`src/rtl/pipe_seq_ctrl.sv`:
```
// ---------------------------------------------------------------------------
// pipe_seq_ctrl
//   Run / single-step / halt-drain sequencer for a 5-stage pipeline, plus
//   load-use hazard stall generation.
//
//   The controller gates every segment register and the register file
//   through o_clk_en. It also freezes the PC and the IF/ID register on a
//   load-use hazard and during the post-halt drain. An optional counter
//   tracks how many enabled cycles have run.
//
//   Optional feature macro: PIPE_SEQ_CYCLE_COUNT_EN
//     defined   -> o_cycle_count counts enabled cycles, saturating at all-ones
//     undefined -> no counter logic, o_cycle_count tied to 0
//
// Parameters
//   DRAIN_CYCLES  enabled cycles run after halt reaches EX/M (1..15)
//   CNT_W         width of o_cycle_count
//
// Ports
//   i_clk              clock, rising edge
//   i_reset            asynchronous, active-high reset
//   i_start            run request pulse (continuous mode only)
//   i_step             single-step request pulse (step mode only)
//   i_mode_step        1 = step mode, 0 = continuous mode
//   i_halt_in          halt flag from EX/M register output
//   i_id_ex_mem_read   ID/EX instruction is a load
//   i_id_ex_rt         load destination register in ID/EX
//   i_if_id_rs/_rt     source registers of the IF/ID instruction
//   o_clk_en           enable for segment registers and register file
//   o_pc_en            PC update enable
//   o_if_id_en         IF/ID load enable
//   o_id_ex_flush      zero the ID/EX control bits (bubble)
//   o_running          high in RUN, STEP, DRAIN
//   o_halted           high in HALTED
//   o_cycle_count      enabled-cycle count
//
// state  | meaning
// -------+-----------------------------------------------------------------
// IDLE   | pipeline frozen, waiting for start / step / halt
// RUN    | continuous execution until halt reaches EX/M
// STEP   | exactly one enabled cycle
// DRAIN  | PC and IF/ID frozen, M and WB run DRAIN_CYCLES more cycles
// HALTED | pipeline frozen; only reset leaves this state
// ---------------------------------------------------------------------------
module pipe_seq_ctrl #(
    parameter int DRAIN_CYCLES = 2,
    parameter int CNT_W        = 32
) (
    input  logic             i_clk,
    input  logic             i_reset,
    input  logic             i_start,
    input  logic             i_step,
    input  logic             i_mode_step,
    input  logic             i_halt_in,
    input  logic             i_id_ex_mem_read,
    input  logic [4:0]       i_id_ex_rt,
    input  logic [4:0]       i_if_id_rs,
    input  logic [4:0]       i_if_id_rt,
    output logic             o_clk_en,
    output logic             o_pc_en,
    output logic             o_if_id_en,
    output logic             o_id_ex_flush,
    output logic             o_running,
    output logic             o_halted,
    output logic [CNT_W-1:0] o_cycle_count
);

    typedef enum logic [2:0] {
        IDLE   = 3'd0,
        RUN    = 3'd1,
        STEP   = 3'd2,
        DRAIN  = 3'd3,
        HALTED = 3'd4
    } state_t;

    localparam logic [3:0] DRAIN_LOAD = 4'(DRAIN_CYCLES);

    state_t     state;
    state_t     state_next;
    logic [3:0] drain_cnt;
    logic [3:0] drain_cnt_next;
    logic       clk_en;
    logic       halted;
    logic       hazard;

    always_ff @(posedge i_clk or posedge i_reset) begin
        if (i_reset) begin
            state     <= IDLE;
            drain_cnt <= 4'd0;
        end else begin
            state     <= state_next;
            drain_cnt <= drain_cnt_next;
        end
    end

    always_comb begin
        state_next     = state;
        drain_cnt_next = drain_cnt;
        clk_en         = 1'b0;
        halted         = 1'b0;
        case (state)
            IDLE: begin
                if (i_halt_in) begin
                    state_next     = DRAIN;
                    drain_cnt_next = DRAIN_LOAD;
                end else if (!i_mode_step && i_start) begin
                    state_next = RUN;
                end else if (i_mode_step && i_step) begin
                    state_next = STEP;
                end
            end
            RUN: begin
                clk_en = 1'b1;
                if (i_halt_in) begin
                    state_next     = DRAIN;
                    drain_cnt_next = DRAIN_LOAD;
                end
            end
            STEP: begin
                clk_en = 1'b1;
                if (i_halt_in) begin
                    state_next     = DRAIN;
                    drain_cnt_next = DRAIN_LOAD;
                end else begin
                    state_next = IDLE;
                end
            end
            DRAIN: begin
                clk_en = 1'b1;
                // Terminal count at 1: the cycle that sees 1 is the last
                // enabled drain cycle.
                if (drain_cnt <= 4'd1) begin
                    state_next     = HALTED;
                    drain_cnt_next = 4'd0;
                end else begin
                    drain_cnt_next = drain_cnt - 4'd1;
                end
            end
            HALTED: begin
                halted = 1'b1;
            end
            default: begin
                state_next     = IDLE;
                drain_cnt_next = 4'd0;
            end
        endcase
    end

    // Register 0 is hardwired, so a load targeting it never creates a hazard.
    assign hazard = i_id_ex_mem_read && (i_id_ex_rt != 5'd0) &&
                    ((i_id_ex_rt == i_if_id_rs) || (i_id_ex_rt == i_if_id_rt));

    assign o_clk_en      = clk_en;
    assign o_running     = clk_en;
    assign o_halted      = halted;
    // During DRAIN nothing younger than the halt may enter ID/EX.
    assign o_pc_en       = clk_en && !hazard && (state != DRAIN);
    assign o_if_id_en    = clk_en && !hazard && (state != DRAIN);
    assign o_id_ex_flush = clk_en && hazard;

`ifdef PIPE_SEQ_CYCLE_COUNT_EN
    logic [CNT_W-1:0] cycle_count;

    always_ff @(posedge i_clk or posedge i_reset) begin
        if (i_reset) begin
            cycle_count <= '0;
        end else if (clk_en && (cycle_count != {CNT_W{1'b1}})) begin
            cycle_count <= cycle_count + CNT_W'(1);
        end
    end

    assign o_cycle_count = cycle_count;
`else
    assign o_cycle_count = '0;
`endif

endmodule

```
`config.mk`:
```
export PLATFORM = sky130hd
export DESIGN_NAME = pipe_seq_ctrl
export DESIGN_NICKNAME = d
export VERILOG_FILES = /design/src/rtl/pipe_seq_ctrl.sv
export SDC_FILE = /design/constraint.sdc
export NUM_CORES = 1
export LEC_CHECK = 0
export ABC_AREA = 1
export ABC_CLOCK_PERIOD_IN_PS = 1500
export CORE_UTILIZATION = 37
export DETAILED_ROUTE_END_ITERATION = 6
export PLACE_DENSITY_LB_ADDON = 0.05
export SYNTH_ARGS = -nofsm -noshare
export SYNTH_HDL_FRONTEND = slang
export SYNTH_SLANG_ARGS = --single-unit
```
`constraint.sdc`:
```
create_clock -name i_clk -period 1.5 [get_ports i_clk]
set_input_delay 0.15 -clock i_clk [delete_from_list [all_inputs] [get_ports i_clk]]
set_output_delay 0.15 -clock i_clk [all_outputs]
set_load 0.01 [all_outputs]
```
* Word-level counts from Yosys, hierarchy flattened
Cells that the tools add are included.
** Storage, ports and cells
- Register bits after elaboration :: 7
- Input bits :: 22
- Output and inout bits :: 38
- Logic and storage cells :: 44
** Operators by class
- Add/subtract/negate cells :: 1
- $lt $le $gt $ge :: 1
- Equality and inequality tests :: 11
- Muxes and demuxes :: 12
- Bitwise operators :: 1
- Reductions and logical operators :: 16
** Operators by type and width (number)
- $mux W3 :: 5
- $pmux W3 S5 :: 1
- $pmux W4 S3 :: 1
- $eq A5 B5 Y1 :: 2
- $mux W4 :: 2
- $logic_and A1 B1 Y1 :: 7
- $eq A3 B2 Y1 const B :: 2
- $reduce_or A3 Y1 :: 2
- $reduce_bool A5 Y1 :: 1
- $le A4 B1 Y1 const B :: 1
- $ne A2 B2 Y1 const B :: 2
- $ne A4 B4 Y1 const B :: 1
- $reduce_and A4 Y1 :: 1
- $sub A4 B1 Y4 const B :: 1
- $eq A3 B1 Y1 const B :: 1
- $eq A3 B3 Y1 const B :: 1
- $logic_not A3 Y1 :: 1
- $ne A3 B2 Y1 const B :: 1
- $logic_not A1 Y1 :: 2
- $mux W1 :: 2
- $mux W2 :: 1
- $ne A2 B1 Y1 const B :: 1
- $reduce_and A2 Y1 :: 1
- $logic_or A1 B1 Y1 :: 1
- $not A1 Y1 :: 1

* Logic depth before layout (Yosys ltp)
- Depth in word-level cells :: 6
- Mapped depth :: 9
- Depth with buffers taken out :: 9

* Worst setup path after synthesis
Ideal clock, no wire load.
- Kind :: register to output
- From :: register state[2]
- To :: output port o_pc_en
- Data arrival time :: 1165 ps
- Required time :: 1350 ps
- Path slack :: 185 ps
- Stages on the path, launching flop included :: 5
- Path buffers :: 1
- Path through :: dfrtp_1 -> nor2_2 -> nand2_1 -> a21oi_1 -> buf_4
** Between the ends
- Word-level cells in the longest chain between the ends :: 5
- Elaborated cells between the ends (all ways) :: 8
- Those cells by class :: 4 x eq/ne; 1 x mux; 3 x reduce/logical
** Ends and longest elaborated chain
- from (decl) :: RTL line 78 : state_t state;
- from (signal assigned) :: RTL line 91 : state <= state_next;
- $eq A3 B2 Y1 / $eq A3 B1 Y1 (equally long branches) :: RTL line 101 : case (state)
- $reduce_or A3 Y1 (no line) (*)
- $mux W1 (*) :: RTL line 101
- named net o_clk_en :: RTL line 59 : output logic o_clk_en,
- $logic_and A1 B1 Y1 (*) (2 in series)
- to (decl) :: RTL line 60 : output logic o_pc_en,
The timed path passes the listed nets; every way through them passes the cells marked *.

* Worst setup path in the final report
- From :: register state[0]
- To :: output port o_halted
** Between the ends
- Word-level cells in the longest chain between the ends :: 2
** Ends and longest elaborated chain
- $eq A3 B3 Y1 :: RTL line 101
- $mux W1 :: RTL line 101
- to (decl) :: RTL line 64 : output logic o_halted,
No other way between the ends.

==> metrics.cfg <==
[status]
outcome = completed

[worst_setup_path]
start_kind = flip-flop
path_buf_inv = 3
critPathSlowestCell = dfrtp_1
reg2reg_from = state[0]
regToRegSetupSlack_ns = 0.12
cp_data_required_time_ns = 1.35
crit_family = buffers and inverters
worst-r2r-cell-count = 10
endpoint_kind = output pin
critPathMaxStageDelay_ns = 0.40
r2r_end = state[1]
arrival_ns = 1.29
path_cells = nor2_4 > buf_4 > nand2_1 > inv_1 > dlygate4sd2_1
critical_path_class = reg -> out
critPathMaxFanout = 2

[die]
start_util_pct = 38.8
die_y_um = 52.7
ios = 60
die-area_mm2 = 0.00278
coreArea_mm2 = 0.00245
die-width_um = 52.7
rows = 18

[sta]
fin_tns_setup_ns = 0
period_share_pct = 95.7
setup_viol = 0
finalHoldViolCount = 0
drv_slew = 0
timing.hold.ws_ns = 0.133
worst_slack_ns = 0.0648
skew_ns = 0.00472
grt_setup_unrepaired = false
fin_crit_ns = 1.44
max_clock_freq_mhz = 697

[logic_synthesis]
yosys_warnings = 0
ys_async_sr_fraction_pct = 100
syn_area_um2 = 952
synth.most_common_cell = nand2_1
synthTopCellsByArea = buf_4 27%, dfrtp_1 18%, nand2_1 17%
ys_ff_latch = 7
yosys.area.top_type = buf_4
synth_compound_area_share_pct = 5.78
synth_mux_area_share_pct = 0
synthAdderAreaFrac_pct = 2.63
synth-xor-area-share_pct = 2.76
avgSynthCellArea_um2 = 6.14
synth_edf_count = 0
synth-seq-area-share_pct = 18.4
synth_ff_type = dfrtp_1
synth_common_cells = 43 x nand2_1, 34 x buf_4, 27 x inv_1, 11 x nor2_1, 8 x nand3_1
ys_types = 19
synth_top_family_by_area = buffers and inverters
postSynthCellCount = 155
synth_top_area_share_pct = 26.8
synthSimpleGateAreaFrac_pct = 32.6

[power]
p_total_mw = 1.66
max-vdd-ir-drop_v = 0.000908
power_density_mw_per_mm2 = 1320
p_leak_nw = 0.812

[cells_and_area]
stdcell_area_mm2 = 0.00125
num-fill-cells = 263
stdcell_count = 224
finish.net_count = 219
areaGrowthSynthToFinish_pct = 31.3
diodes = 0
post-route-util_pct = 50.9
drive_gt1_share_pct = 18.0

[global_routing]
grt_first_pass_wirelength_um = 3120
grt_pass1_vias = 783
overflow = 0
grtUsageTotal_pct = 15.0
antenna_found_initial = 0
grt_start_max_net_pins = 8

[routing]
vias = 926
avgRoutedWirePerCell_um = 8.57
drt_pass1_iterations = 4
drt-initial-drc-count = 13
finalWirelength_um = 1920
ant_nets = 0
vias_per_cell = 4.13
drc_errors = 0

[cts]
cts_buffers = 3
cts_tree = built
clk_pin_slew_worst_paths_ns = 0.06
clock_tree.buffer_depth = 2
cts.sinks = 7
clk_latency_ns = 0.25
root_buffer = clkbuf_4
htree_num_levels = 1

[min_path]
worstHoldPathType = in -> async

[placed_design]
placed_area_mm2 = 0.00119
hpwl_um = 1570
portBuffers = 27
pre_cts_ws_ns = -0.478
place_congestion = 0.773
place_inst = 218

[flow_run]
drv_cap = 0

## flip-flops by register name (all words and copies together), names as in the netlist
name and flops:
drain_cnt 4, state 3
## cell usage in the layout (no fill, tap or decap)
master / count
conb_1: 32
nand2_2: 4
ha_1: 1
xnor2_1: 2
dlymetal6s2s_1: 8
o221ai_1: 1
inv_1: 24
nor2_4: 3
clkbuf_1: 1
inv_2: 3
o21ai_2: 1
o21ai_1: 1
o211ai_1: 1
nand3_1: 8
o21ai_0: 4
clkbuf_2: 1
buf_4: 11
dlygate4sd2_1: 7
nand4_1: 4
dfrtp_1: 7
xor2_1: 1
ha_2: 1
clkdlybuf4s50_1: 8
a21oi_2: 1
clkbuf_4: 3
nor2_1: 7
nor2_2: 4
buf_2: 3
nand2_1: 42
## power by group
group	internal (mW)	leakage, nW	switching [mW]
logic	0.513	0.707	0.635
registers	0.274	0.0900	0.0624
clock network	0.102	0.0150	0.0698
total	0.888	0.812	0.767
## cell families (layout without fill, tap and decap cells)
kind of cell             Yosys count  in the layout
buffers and inverters             61             69
AO/OA/AOI/OAI                      9              9
other                              1             32
adder cells (fa/ha/maj)            2              2
XOR/XNOR                           3              3
flip-flops                         7              7
AND/OR/NAND/NOR                   72             72
## worst max-delay path by stage
stage                  startpoint          to  slack (ns)  cells past startpoint
CTS                 i_if_id_rt[0]     o_pc_en       -0.02                      8
detailed placement  i_id_ex_rt[0]     o_pc_en       -0.48                      7
finish                   state[0]    o_halted        0.06                      5
global placement    i_id_ex_rt[0]  o_if_id_en       -0.46                      7
floorplan                state[2]     o_pc_en        0.19                      4
global route             state[0]    o_halted        0.01                      5
## layer usage
layer	global-route usage, %	part of all wire (%)	vias up
li1	-	-	483
met1	18.4	44	407
met2	25.7	50	36
met3	3.77	5.7	0
met4	3.51	0	0
met5	0	0	-
## worst register-to-register path, stage by stage, from the launching register on
cell and delay [ns]:
dfrtp_1 0.40, buf_4 0.15, buf_4 0.13, inv_1 0.05, nand2_1 0.06, nor2_2 0.11, nand2_1 0.07, nor2_2 0.13
nor2_4 0.07, nand3_1 0.06, nand2_1 0.05
## cell type report
type                            instances  area, µm²  area share (%)
Clock buffer                            4       26.3            2.10
Tap cell                               30       37.5            3.00
Sequential cell                         7        175            14.0
Timing Repair Buffer                   38        344            27.5
Inverter                               27        101            8.11
Multi-Input combinational cell        118        566            45.2
## what timing repair did
item / CTS / global route
resized for setup: 25 / 18
setup buffers: 3 / 0
pin swaps: 3 / 10
endpoints found under the setup margin: 6 / 6
hold buffers: 0 / 0
cloned: 0 / 0
No activity file was read; power rests on OpenSTA's default activity.
==> variant: new RTL, config.mk and constraints unchanged <==
Add a define of `PIPE_SEQ_CYCLE_COUNT_EN`.
--- a/src/rtl/pipe_seq_ctrl.sv
+++ b/src/rtl/pipe_seq_ctrl.sv
@@ -43,4 +43,6 @@
 // HALTED | pipeline frozen; only reset leaves this state
 // ---------------------------------------------------------------------------
+`define PIPE_SEQ_CYCLE_COUNT_EN
+
 module pipe_seq_ctrl #(
     parameter int DRAIN_CYCLES = 2,
Check against the original RTL: not equivalent (a bounded check fails within 4 cycles, from zero or initial values and one cycle with i_reset high).
==> variant against the original RTL <==
- routed wire length grew to 4.2 times the old value
- setup slack worse by 0.045 ns
- synthesized area grew to 3.0 times the old value
- utilization is 7.6 points higher
- power grew to 2.8 times the old value
- sequential power rose to 4.0 times the old value
- sequential cell count grew 32
- design area increased to 3.4 times the old value
==> variant: results (changes against the original RTL) <==
status=complete, no violations (unchanged); root buf cell=clkbuf_8 (was clkbuf_4); initial DRC count=91 (was 13); final std cells w/o fill=673 (was 224); routed length on met1=3534 um (was 851 um); Port Buf Inserts=59 (was 27); Mean Syn Cell Area=6.363 um^2 (was 6.143 um^2); Placed Cells incl. Taps=654 (was 218); clk_lat worst skew=0.30 ns (was 0.25 ns); Post-Synth Adder-Cell Area=1.326% (was 2.628%); CP max FO=13 (was 2); delay-heaviest family, CP=simple AND/OR/NAND/NOR gates (was buffers and inverters); Worst R2R Start=o_cycle_count[1]$_DFFE_PP0P_ (was state[0]$_DFFE_PP0P_); combinational fraction of design power=53.0% (was 69.3%); Synth top cells by count=209 x nand2_1, 64 x nor2_1, 45 x inv_1 (was 43 x nand2_1, 34 x buf_4, 27 x inv_1); Placed Area=0.003965 mm^2 (was 0.001189 mm^2); worst ir drop on vdd=0.9633 mV (was 0.9081 mV); clk slew on worst S/H paths=0.08 ns (was 0.06 ns); share of layout cells above drive strength 1=22.47% (was 18.04%); vias in the first global route=2,935 (was 783); vias after detailed routing=3,082 (was 926); Synth area leaders=dfrtp_1 34%, nand2_1 28%, nor2_1 8.5%, inv_1 6.0%, xor2_1 5.6% (was buf_4 27%, dfrtp_1 18%, nand2_1 17%, inv_1 11%, nor2_1 4.3%); main combinational cell family by area after synthesis=simple AND/OR/NAND/NOR gates (was buffers and inverters); Final Skew=0.01176 ns (was 0.004720 ns); critical path class=flip-flop to flip-flop (was flip-flop to output pin); htree depth=2 (was 1); total power=4600 uW (was 1656 uW); number of buffers created by CTS=5 (was 3); max reg flops=32 (was 4); DRT Wirelength=8049 um (was 1920 um); first-pass GRT wire length=12,830 um (was 3118 um); Distinct cells, synth=26 (was 19); Total GRT Usage=21.10% (was 14.98%)
## variant: kinds of logic (layout without fill, tap and decap cells)
logic type	count (synthesis)	count (layout)
XOR/XNOR	23	23
flip-flops	39	39
buffers and inverters	53	182
AND/OR/NAND/NOR	309	309
AO/OA/AOI/OAI	18	18
adder cells (fa/ha/maj)	3	3
## variant: cell type report
| type | count | area (um^2) |
|---|---|---|
| clock buffers | 7 | 96.34 |
| clock inverters | 1 | 7.507 |
| fillers | 718 | 3042 |
| inverters | 46 | 185.2 |
| multi-input cells | 353 | 1718 |
| flip-flops and latches | 39 | 978.4 |
| well taps | 99 | 123.9 |
| repair buffers | 128 | 1180 |
## variant: stage by stage
step	utilization, %	setup WS [ns]
finish	58.51	0.01997
detailed placement	54.09	-0.4599
global placement	54.09	-0.3918
CTS	55.71	0.001863
floorplan	-	-0.06191
global route	58.51	-0.07679
## variant: what timing repair did
item	4_1_cts	5_1_grt
hold endpoints to repair	0	0
resized for setup	38	64
endpoints found under the setup margin	29	64
hold buffers	0	0
pin swaps	2	13
buffers inserted	4	7
## variant: worst paths after layout
kind                                            endpoint  slack, ns  depth (start not counted)
max                        o_cycle_count[18]$_DFFE_PP0P_       0.02                         10
min                         o_cycle_count[3]$_DFFE_PP0P_       0.21                          3
max reg2reg                o_cycle_count[18]$_DFFE_PP0P_       0.02                         10
min reg2reg                o_cycle_count[22]$_DFFE_PP0P_       0.55                          2
max in group asynchronous   o_cycle_count[0]$_DFFE_PP0P_       1.08                          3
min in group i_clk                  state[2]$_DFFE_PP0P_       0.53                          5
## variant: layer usage
layer	vias to the layer above	GRT usage (%)
li1	1611	-
met1	1401	24.58
met2	60	38.93
met3	10	3.693
met4	0	7.071
met5	-	0
